===== src/rtl/timer_pkg.sv =====
`default_nettype none
// ============================================================================
// Module   : timer_pkg
// Purpose  : Shared constants for irq_timer: FSM encoding, register offsets,
//            CTRL bit positions and mode values.
// Revision : 1.0 - initial release
// ============================================================================
package timer_pkg;

    localparam logic [1:0] S_IDLE = 2'd0;
    localparam logic [1:0] S_LOAD = 2'd1;
    localparam logic [1:0] S_CNT  = 2'd2;
    localparam logic [1:0] S_INT  = 2'd3;

    localparam logic [1:0] ADDR_CTRL   = 2'd0;
    localparam logic [1:0] ADDR_PRESET = 2'd1;
    localparam logic [1:0] ADDR_COUNT  = 2'd2;
    localparam logic [1:0] ADDR_PRESC  = 2'd3;

    localparam int CTRL_EN_BIT   = 0;
    localparam int CTRL_MODE_LSB = 1;
    localparam int CTRL_MODE_MSB = 2;
    localparam int CTRL_IM_BIT   = 3;

    localparam logic [1:0] MODE_ONESHOT  = 2'b00;
    localparam logic [1:0] MODE_PERIODIC = 2'b01;

endpackage
`default_nettype wire


===== src/rtl/timer_prescaler.sv =====
`default_nettype none
// ============================================================================
// Module   : timer_prescaler
// Purpose  : Tick divider for irq_timer; tick asserts once every presc+1 clocks.
// Revision : 1.0 - initial release
// ============================================================================
module timer_prescaler #(
    parameter int PRESC_W = 16
) (
    input  logic               clk,
    input  logic               rst,
    input  logic               clear,
    input  logic [PRESC_W-1:0] presc,
    output logic               tick
);

    logic [PRESC_W-1:0] r_div;

    always_ff @(posedge clk) begin
        if (rst || clear) begin
            r_div <= '0;
        end else if (tick) begin
            r_div <= '0;
        end else begin
            r_div <= r_div + PRESC_W'(1);
        end
    end

    assign tick = (r_div == presc);

endmodule
`default_nettype wire


===== src/rtl/irq_timer.sv =====
`default_nettype none
// ============================================================================
// Module   : irq_timer
// Purpose  : Memory-mapped countdown timer with one-shot (level) and periodic
//            (pulse) interrupt modes. Optional prescaler: TIMER_PRESCALE_EN.
// Revision : 1.0 - initial release
// ============================================================================
module irq_timer
    import timer_pkg::*;
#(
    parameter int PRESC_W = 16
) (
    input  logic        clk,
    input  logic        reset,
    input  logic [1:0]  addr,
    input  logic        we,
    input  logic [31:0] wd,
    output logic [31:0] rd,
    output logic        irq
);

    logic [1:0]         r_state;
    logic [1:0]         w_state_next;
    logic               r_en;
    logic [1:0]         r_mode;
    logic               r_im;
    logic [31:0]        r_preset;
    logic [31:0]        r_count;
    logic               r_irq_pend;

    logic               w_tick;
    logic               w_periodic;
    logic               w_ctrl_wr;
    logic               w_preset_wr;
    logic               w_load;
    logic               w_dec;
    logic               w_en_clr;
    logic               w_pend_set;
    logic               w_pend_end;
    logic [PRESC_W-1:0] w_presc_rd;

    assign w_ctrl_wr   = we && (addr == ADDR_CTRL);
    assign w_preset_wr = we && (addr == ADDR_PRESET);
    assign w_periodic  = (r_mode == MODE_PERIODIC);

`ifdef TIMER_PRESCALE_EN
    logic [PRESC_W-1:0] r_presc;

    always_ff @(posedge clk) begin
        if (reset) begin
            r_presc <= '0;
        end else if (we && (addr == ADDR_PRESC)) begin
            r_presc <= wd[PRESC_W-1:0];
        end
    end

    timer_prescaler #(
        .PRESC_W (PRESC_W)
    ) u_prescaler (
        .clk   (clk),
        .rst   (reset),
        .clear (r_state != S_CNT),
        .presc (r_presc),
        .tick  (w_tick)
    );

    assign w_presc_rd = r_presc;
`else
    assign w_tick     = 1'b1;
    assign w_presc_rd = '0;
`endif

    // FSM: state register
    always_ff @(posedge clk) begin
        if (reset) begin
            r_state <= S_IDLE;
        end else begin
            r_state <= w_state_next;
        end
    end

    // FSM: next state
    always_comb begin
        w_state_next = r_state;
        case (r_state)
            S_IDLE: if (r_en) w_state_next = S_LOAD;
            S_LOAD: w_state_next = (r_preset == 32'd0) ? S_INT : S_CNT;
            S_CNT: begin
                if (!r_en) begin
                    w_state_next = S_IDLE;
                end else if (w_tick && (r_count <= 32'd1)) begin
                    w_state_next = S_INT;
                end
            end
            S_INT:   w_state_next = w_periodic ? S_LOAD : S_IDLE;
            default: w_state_next = S_IDLE;
        endcase
    end

    // FSM: outputs
    always_comb begin
        w_load     = 1'b0;
        w_dec      = 1'b0;
        w_en_clr   = 1'b0;
        w_pend_end = 1'b0;
        case (r_state)
            S_LOAD: w_load = 1'b1;
            S_CNT:  w_dec  = r_en && w_tick;
            S_INT: begin
                w_en_clr   = !w_periodic;
                w_pend_end = w_periodic;
            end
            default: ;
        endcase
    end

    assign w_pend_set = (w_state_next == S_INT) && (r_state != S_INT);

    always_ff @(posedge clk) begin
        if (reset) begin
            r_en       <= 1'b0;
            r_mode     <= MODE_ONESHOT;
            r_im       <= 1'b0;
            r_preset   <= 32'd0;
            r_count    <= 32'd0;
            r_irq_pend <= 1'b0;
        end else begin
            // A bus write to CTRL overrides the one-shot self-clear of en.
            if (w_ctrl_wr) begin
                r_en   <= wd[CTRL_EN_BIT];
                r_mode <= wd[CTRL_MODE_MSB:CTRL_MODE_LSB];
                r_im   <= wd[CTRL_IM_BIT];
            end else if (w_en_clr) begin
                r_en <= 1'b0;
            end

            if (w_preset_wr) begin
                r_preset <= wd;
            end

            if (w_load) begin
                r_count <= r_preset;
            end else if (w_dec) begin
                r_count <= (r_count > 32'd1) ? (r_count - 32'd1) : 32'd0;
            end

            if (w_pend_set) begin
                r_irq_pend <= 1'b1;
            end else if (w_pend_end || w_ctrl_wr || w_preset_wr) begin
                r_irq_pend <= 1'b0;
            end
        end
    end

    assign irq = r_irq_pend & r_im;

    always_comb begin
        rd = 32'd0;
        case (addr)
            ADDR_CTRL:   rd = {28'd0, r_im, r_mode, r_en};
            ADDR_PRESET: rd = r_preset;
            ADDR_COUNT:  rd = r_count;
            ADDR_PRESC:  rd = 32'(w_presc_rd);
            default:     rd = 32'd0;
        endcase
    end

endmodule
`default_nettype wire


===== config.mk =====
export PLATFORM = sky130hd
export DESIGN_NAME = irq_timer
export DESIGN_NICKNAME = d
export VERILOG_FILES = /design/src/rtl/timer_pkg.sv /design/src/rtl/timer_prescaler.sv /design/src/rtl/irq_timer.sv
export SDC_FILE = /design/constraint.sdc
export NUM_CORES = 1
export LEC_CHECK = 0
export CORE_MARGIN = 4
export CORE_UTILIZATION = 45
export CTS_BUF_LIST = sky130_fd_sc_hd__clkbuf_16
export DETAILED_ROUTE_END_ITERATION = 8
export PLACE_DENSITY = 0.7
export SYNTH_ARGS = -nofsm -noshare
export SYNTH_HDL_FRONTEND = slang
export SYNTH_SLANG_ARGS = --single-unit

===== constraint.sdc =====
create_clock -name clk -period 3.25 [get_ports clk]
set_input_delay 0.65 -clock clk [delete_from_list [all_inputs] [get_ports clk]]
set_output_delay 0.65 -clock clk [all_outputs]
set_load 0.05 [all_outputs]

==> results.txt, run 1 <==
- Setup repair after global routing missed its margin: false
- Main flop type after synthesis: dfxtp_1
- The worst pin sits at a relative slew slack of 0.334.
- Clock skew on the completed layout was measured at 0.00788 ns.
* Result of the run: complete, no violations
- After detailed placement, the total cell area comes to approximately 0.005 sq mm.
- Layout net count: 594
* CTS tree: done
- Number of buffers inserted by hold repair at cts: 0
- Of the post-synthesis cell area, the dominant cell type holds 0.365.
- Number of input and output port buffers inserted: 69
- Cell type with the largest total area after synthesis: dfxtp_1
- At the worst endpoint, the arrival time is 2.15 ns.
* Chip Width: 101 um
- The tree is rooted in a clkbuf_16.
- Number of DRC markers in iteration 0: 340
* Area of the mapped netlist: between 0.003 and 0.004 sq mm
* Fin Setup TNS: 0 ns
* Share of cell area taken by muxes after synthesis: 0.0206
* Post-CTS sizing: 0
- Critical Path Start Type: input pin
* Overall routed net length: 12.2 mm
- The count of nets left with antenna violations once routing finished came out at 0.
- In this run the worst path has a maximum fanout of 28.
* Number of buffers added by the clock tree synthesis step: 9
* Adder and majority gate portion of the synthesized area: 0.00643
* Number of search-and-repair iterations in the first detailed-routing pass: 5
* Design area: approximately 0.0053 sq mm
- Measured along the y axis, the die boundary spans 101 um.
* Xor-xnor portion of the synthesized cell area: 0.0405
- Post-synthesis compound-gate area fraction: 0.230
* Post-synthesis sequential area ratio: 0.365
- Diodes inserted: 0
- Dividing the final minimum period by the clock period gives 0.863.
- Number of standard cells in the layout, taps in and fillers out: 665
- Fin. max-slew vios: 0
- Counting flops with an async set or reset pin after synthesis yields a share of 0.
- Area of the die: 0.0102 sq mm
* Yosys warning count: 0
- Of the total synthesized cell area, the portion taken by AND, OR, NAND and NOR gates is 0.290.
- Summed over all nets, the half-perimeter wirelength after detailed placement is around 8.4 mm.
* Share of post-route cells with drive strength above 1: 0.138
- Global-route congestion overflow total: 0
- The initial antenna violation count was 0.
- Area growth, synth to finish: 36.2%
- Timing-limited maximum frequency: 0.357 GHz
- Clock transition time at the flip-flop clock pins of the worst setup and hold paths: 0.06 ns
- Number of flops mapped to enable cells by yosys: 0
- Post-route total power: around 2.5 mW
- Rows: 33
- Per-cell routed wire length: approximately 18 um
- The cell count after synthesis came out at 501.
* Deepest clock path buffer count: 2
* Max VDD drop: 291 uV
- The final number of hold-violating endpoints is 0.
- The worst path in the final design needs a cycle of ~2.8 ns, including I/O delays and setup.
- In the global route stage, overall resource usage came out at 0.240.
- Critical path capture point type: primary output
- Starting utilization of the core area: 0.469
- Category of the most critical setup path: in -> out
* Syn_nets: 540
- Worst Max-Slew Pin Slew: between 0.9 and 1 ns
- Maximum number of pins on one net before global-route repair: 36
- At the end of routability-driven placement, the weighted congestion stood at 0.867.
- Combinational family with the most area after synthesis: simple AND/OR/NAND/NOR gates
* Hold Path Class: reg -> reg
- In this run the number of H-tree levels came out at 3.
- The analysis attributes to cell leakage a power of 1.98 nW.
- Number of global-route vias before repair: 3,784
* Dominant cells by area after synthesis: dfxtp_1, nand2_1, a21oi_1
- The region available for standard cell placement spans ~0.0083 sq mm.
- Worst EP required: 2.60 ns
- I/O Pins: 70
- Via count of the routed design: about 4.1k
- Number of register bits inferred by synthesis: 71
- Buffers added to address setup during post-CTS repair amount to 0.
- Clock tree synthesis found a total of 71 sinks.
- Dividing the detail-routed via count by the number of cells gives roughly 6.2.
- Synthesis instantiated 46 different standard cells from the library.
- Finish-stage setup viols: 0
- Instance count after placement with tap cells included: between 600 and 700
- For the worst-skew pair, the clock arrives at the later sink with an insertion delay of approximately 0.34 ns.
- The first global-routing pass estimated 19.3 mm of wire.
* Cell Pwr Density: 468 mW/mm^2
- Number of maximum-capacitance constraint violations: 0
* Average instance area after synthesis: between 7 and 8 sq um
- In the routed design, unresolved DRC markers number 0.
-- power by group --
group / internal (mW) / leakage [nW] / switching [mW]
clock network: 0.602 / 0.147 / 0.403
registers: 0.900 / 0.575 / 0.0437
logic: 0.226 / 1.26 / 0.305
-- per-layer routing --
metal / vias to the layer above / wire length, um / track usage / share of wire
li1: 1954 / - / - / -
met1: 1940 / 5170 / 0.327 / 0.42
met2: 196 / 5660 / 0.376 / 0.46
met3: 24 / 1140 / 0.0616 / 0.094
met4: 0 / 197 / 0.0624 / 0.016
met5: - / 0 / 0 / 0
-- flip-flops by register name, indices dropped and copies added, names as in the netlist --
signal / cells
r_mode: 2
r_en: 1
r_state: 2
r_im: 1
r_preset: 32
r_count: 32
r_irq_pend: 1
-- path summary, 6_finish.rpt --
path              cells past startpoint  slack, ns       start           to
setup / recovery                      5       0.45     addr[1]        rd[8]
hold / removal                        2       0.48  r_irq_pend   r_irq_pend
setup reg to reg                      5       0.59  r_count[4]  r_count[11]
hold reg to reg                       2       0.48  r_irq_pend   r_irq_pend
-- logic make-up (layout without fill, tap and decap cells) --
kind of cell / Yosys count / count (layout)
AO/OA/AOI/OAI: 136 / 136
XOR/XNOR: 18 / 18
adder cells (fa/ha/maj): 2 / 2
buffers and inverters: 43 / 102
flip-flops: 71 / 71
multiplexers: 8 / 8
AND/OR/NAND/NOR: 223 / 223
-- Yosys cell counts (all sizes together), types with 3 or more instances --
cell,n
a21oi,49
a22o,28
a22oi,3
a311oi,3
a31oi,13
and2,4
and3,9
buf,5
clkbuf,36
dfxtp,71
mux2i,8
nand2,101
nand3,19
nand3b,4
nand4,3
nor2,18
nor2b,4
nor3,5
nor4,27
o211ai,4
o21ai,17
o22ai,8
o31a,5
or2,3
or3,5
or4,13
xnor2,15
xor2,3
-- per-stage QoR --
| step | setup slack, ns | hold slack (ns) | utilization |
|---|---|---|---|
| global placement | 0.450 | 0.458 | 0.602 |
| CTS | 0.435 | 0.473 | 0.638 |
| detailed placement | 0.453 | 0.457 | 0.602 |
| global route | 0.353 | 0.514 | 0.638 |
| floorplan | 0.478 | 0.439 | - |
| finish | 0.445 | 0.477 | 0.638 |
-- final cells by class --
class | count | area, sq um
Tap cell | 105 | 131
Clock buffer | 9 | 225
Timing Repair Buffer | 84 | 1140
Fill cell | 693 | 3000
Inverter | 2 | 7.51
Multi-Input combinational cell | 387 | 2290
Clock inverter | 7 | 77.6
Sequential cell | 71 | 1420
-- critical path, cell delays in order --
cell	delay, ns
clkdlybuf4s50_1	0.67
nor2b_2	0.26
buf_12	0.20
a22o_1	0.22
buf_12	0.15
-- layout by cell type (no fill, tap or decap), types with 2 or more instances in the layout --
cell type        instances
nand2b_1                 2
or4_4                    3
and3b_1                  2
and3_1                   9
xor2_1                   3
nor2_1                  18
or4_1                   10
nor3_1                   5
xnor2_1                 15
nor2b_2                  3
clkbuf_16                9
nand3_1                 19
a22o_1                  28
ha_1                     2
nand2_1                101
o31a_1                   5
o22ai_1                  8
a21oi_1                 49
nor3b_1                  2
a22oi_1                  3
a31oi_1                 13
or2_2                    3
inv_6                    3
mux2i_1                  8
nor4_1                  26
nand4_1                  2
nand3b_1                 3
buf_4                   13
buf_12                  34
inv_1                    2
or3_1                    5
dfxtp_1                 71
and2_1                   4
a311oi_1                 3
o41ai_1                  2
o21ai_0                 16
o211ai_1                 4
clkdlybuf4s50_1         36
(Power assumes the default switching activity.)
==> run 2: changes to the inputs <==
--- a/config.mk
+++ b/config.mk
@@ -9,7 +9,7 @@
 export CORE_UTILIZATION = 45
 export CTS_BUF_LIST = sky130_fd_sc_hd__clkbuf_16
 export DETAILED_ROUTE_END_ITERATION = 8
-export PLACE_DENSITY = 0.7
+export PLACE_DENSITY = 0.76
 export SYNTH_ARGS = -nofsm -noshare
 export SYNTH_HDL_FRONTEND = slang
 export SYNTH_SLANG_ARGS = --single-unit
==> run 2 against run 1 <==
Compared with the run above: worst hold slack worse by 0.010 ns; sequential share of layout area hardly changed; non-clock buffer count is 1 higher; via count is 0.66% higher; cell count is 0.15% higher; sequential power hardly changed; sequential cell count stayed put; global-route usage is 0.11 points lower; first-iteration DRC count is 8.8% lower; total power is 1.5% higher; critical path depth is 1 higher; highest routed layer unchanged.
==> results.txt, run 2 (synthesis gave the netlist of run 1 again) <==
* Timing-limited maximum frequency: 0.352 GHz (was 0.357 GHz)
- Final Cycle Share: 0.874 (was 0.863)
* Hold Path Class: reg -> reg (unchanged)
- Final Core Density: 0.639 (was 0.638)
- Fin. max-slew vios: 0 (unchanged)
* Placed inst area: 0.00499 sq mm (was 0.00500 sq mm)
* Stage delay of the slowest cell on the critical path: 0.60 ns (was 0.67 ns)
- CTS tree: done (unchanged)
- Count of nets left with antenna violations after detail routing: 0 (unchanged)
- The via count of the first global-routing pass is 3,842 (was 3,784).
- Number of DRC markers in iteration 0: 310 (was 340)
- The buffer type at the clock tree root is clkbuf_16 (unchanged).
- Fill cell count: 689 (was 693)
- The worst vdd rail ir drop was 334 uV (was 291 uV).
* Global-route congestion overflow total: 0 (unchanged)
* Most common cell after layout, fill and taps aside: nand2_1 (unchanged)
* Critical path capture point type: primary output (unchanged)
- The number of buffers on the longest clock path came to 2 (unchanged).
* Initial antenna violation count: 0 (unchanged)
* Category of the most critical setup path: in -> out (unchanged)
- I/O Pins: 70 (unchanged)
- The clock skew after layout is 0.00573 ns (was 0.00788 ns).
- The number of hold buffers added after cts was 0 (unchanged).
- The number of diodes was 0 (unchanged).
- The number of port buffers came to 69 (unchanged).
- Rows: 33 (unchanged)
* Via count of the routed design: 4,141 (was 4,114)
- Std-Cell Core Area: 0.00830 sq mm (unchanged)
- The number of gates resized after CTS came to 0 (unchanged).
- Global-route wire length before repair: 19.2 mm (was 19.3 mm)
- Setup repair after global routing missed its margin: false (unchanged).
- The post-detailed-route wirelength per cell is 18.3 um (about the same).
- Area of the die: 0.0102 sq mm (unchanged)
- The per-cell via count in the routed design came to 6.22 (was 6.19).
- The layout overhead on the synthesized area came to 36.3% (was 36.2%).
- Biggest regs: r_count: 32 flops, r_preset: 32 flops (unchanged)
- The first-pass iteration count of the detailed router is 6 (was 5).
- The headroom to the max-slew limit came to 0.426 (was 0.334).
* Maximum number of pins on one net before global-route repair: 43 (was 36)
* Signal arrival time at the worst endpoint: 2.19 ns (was 2.15 ns)
- The number of buffers and inverters on the critical path was 3 (unchanged).
- The total power was 2.52 mW (was 2.48 mW).
* Overall routed net length: 12.2 mm (about the same)
- The data required time of the worst path is 2.60 ns (about the same).
- Finish-stage setup viols: 0 (unchanged)
- Static leakage power: 1.99 nW (was 1.98 nW)
* Start point of the worst min-delay path: r_irq_pend (unchanged)
* Result of the run: complete, no violations (unchanged)
* Critical Path Start Type: input pin (unchanged)
* Number of maximum-capacitance constraint violations: 0 (unchanged)
* GR Util All Layers: 0.238 (was 0.240)
* Top cell family by delay on the critical path: buffers and inverters (unchanged)
- Critical path's slowest cell: clkdlybuf4s50_1 (unchanged)
* Startpoint of the most critical setup path: addr[0] (was addr[1])
- Detailed-route DRC error count: 0 (unchanged)
- Fin Setup TNS: 0 ns (unchanged)
- Peak fanout along the critical path: 14 (was 28)
- The global placer's final weighted congestion was 0.919 (was 0.867).
- The post-DP HPWL is 8.72 mm (was 8.37 mm).
- WHS: 0.467 ns (was 0.477 ns)
- The shortest period the worst path allows came to 2.84 ns (was 2.80 ns).
- The TritonCTS buffer count came to 9 (unchanged).
- Starting utilization of the core area: 0.469 (unchanged)
* Series of cell instances along the critical path: clkdlybuf4s50_1 -> nor2b_2 -> buf_4 -> nand2_1 -> o21ai_0 -> buf_12 (was clkdlybuf4s50_1 -> nor2b_2 -> buf_12 -> a22o_1 -> buf_12)
- The horizontal die dimension is 101 um (unchanged).
* Share of post-route cells with drive strength above 1: 0.134 (was 0.138)
* Start of the worst register-to-register path: r_count[4] (unchanged)
- The maximum level of the CTS H-tree is 3 (unchanged).
- Layout net count: 595 (was 594)
- The setup fix buffers added after clock tree synthesis came to 0 (unchanged).
* Clock latency at the later pin of the worst-skew pair: 0.33 ns (was 0.34 ns)
* Design area: 0.00530 sq mm (about the same)
* Count of final hold-check violations: 0 (unchanged)
* Cell Pwr Density: 475 mW/mm^2 (was 468 mW/mm^2)
- Highest-count cells in the layout ignoring fill and taps: nand2_1, dfxtp_1, a21oi_1 (unchanged).
- Total number of clock tree sinks: 71 (unchanged)
* Clock transition time at the flip-flop clock pins of the worst setup and hold paths: 0.05 ns (was 0.06 ns)
- Worst Max-Slew Pin Slew: 0.857 ns (was 0.996 ns)
- Height of the chip: 101 um (unchanged)
-- run 2: worst paths after layout --
check | end | slack [ns] | cells after the start
max reg2reg | r_count[11] | 0.61 | 5
max | rd[0] | 0.41 | 6
min reg2reg | r_irq_pend | 0.47 | 2
min | r_irq_pend | 0.47 | 2
-- run 2: power breakdown --
part	internal [mW]	leakage (nW)	total (mW)	switching, mW
Clock	0.667	0.158	1.04	0.375
Combinational	0.224	1.26	0.532	0.309
Sequential	0.900	0.575	0.943	0.0433
Total	1.79	1.99	2.52	0.727
-- run 2: final cells by class --
type	count	area, sq um	share of cell area
sequential	71	1420	0.268
multi-input combinational	387	2290	0.432
clock buffer	9	225	0.0425
timing repair buffer	85	1140	0.215
inverter	2	7.51	0.00142
clock inverter	7	88.8	0.0168
tap	105	131	0.0248
-- run 2: tightest hold or removal path, stage by stage, from the launching register on --
cell and delay, ns:
dfxtp_1 0.31, nand3_1 0.06, a21oi_1 0.05
-- run 2: through the flow --
stage	setup slack (ns)	instances
floorplan	0.478	501
global placement	0.473	650
detailed placement	0.442	650
CTS	0.424	666
global route	0.325	666
finish	0.408	666
-- run 2: per-layer routing --
layer,global-route usage,share of wire
met3,0.0408,0.090
met1,0.314,0.41
met5,0,0
met4,0.0910,0.029
met2,0.390,0.47
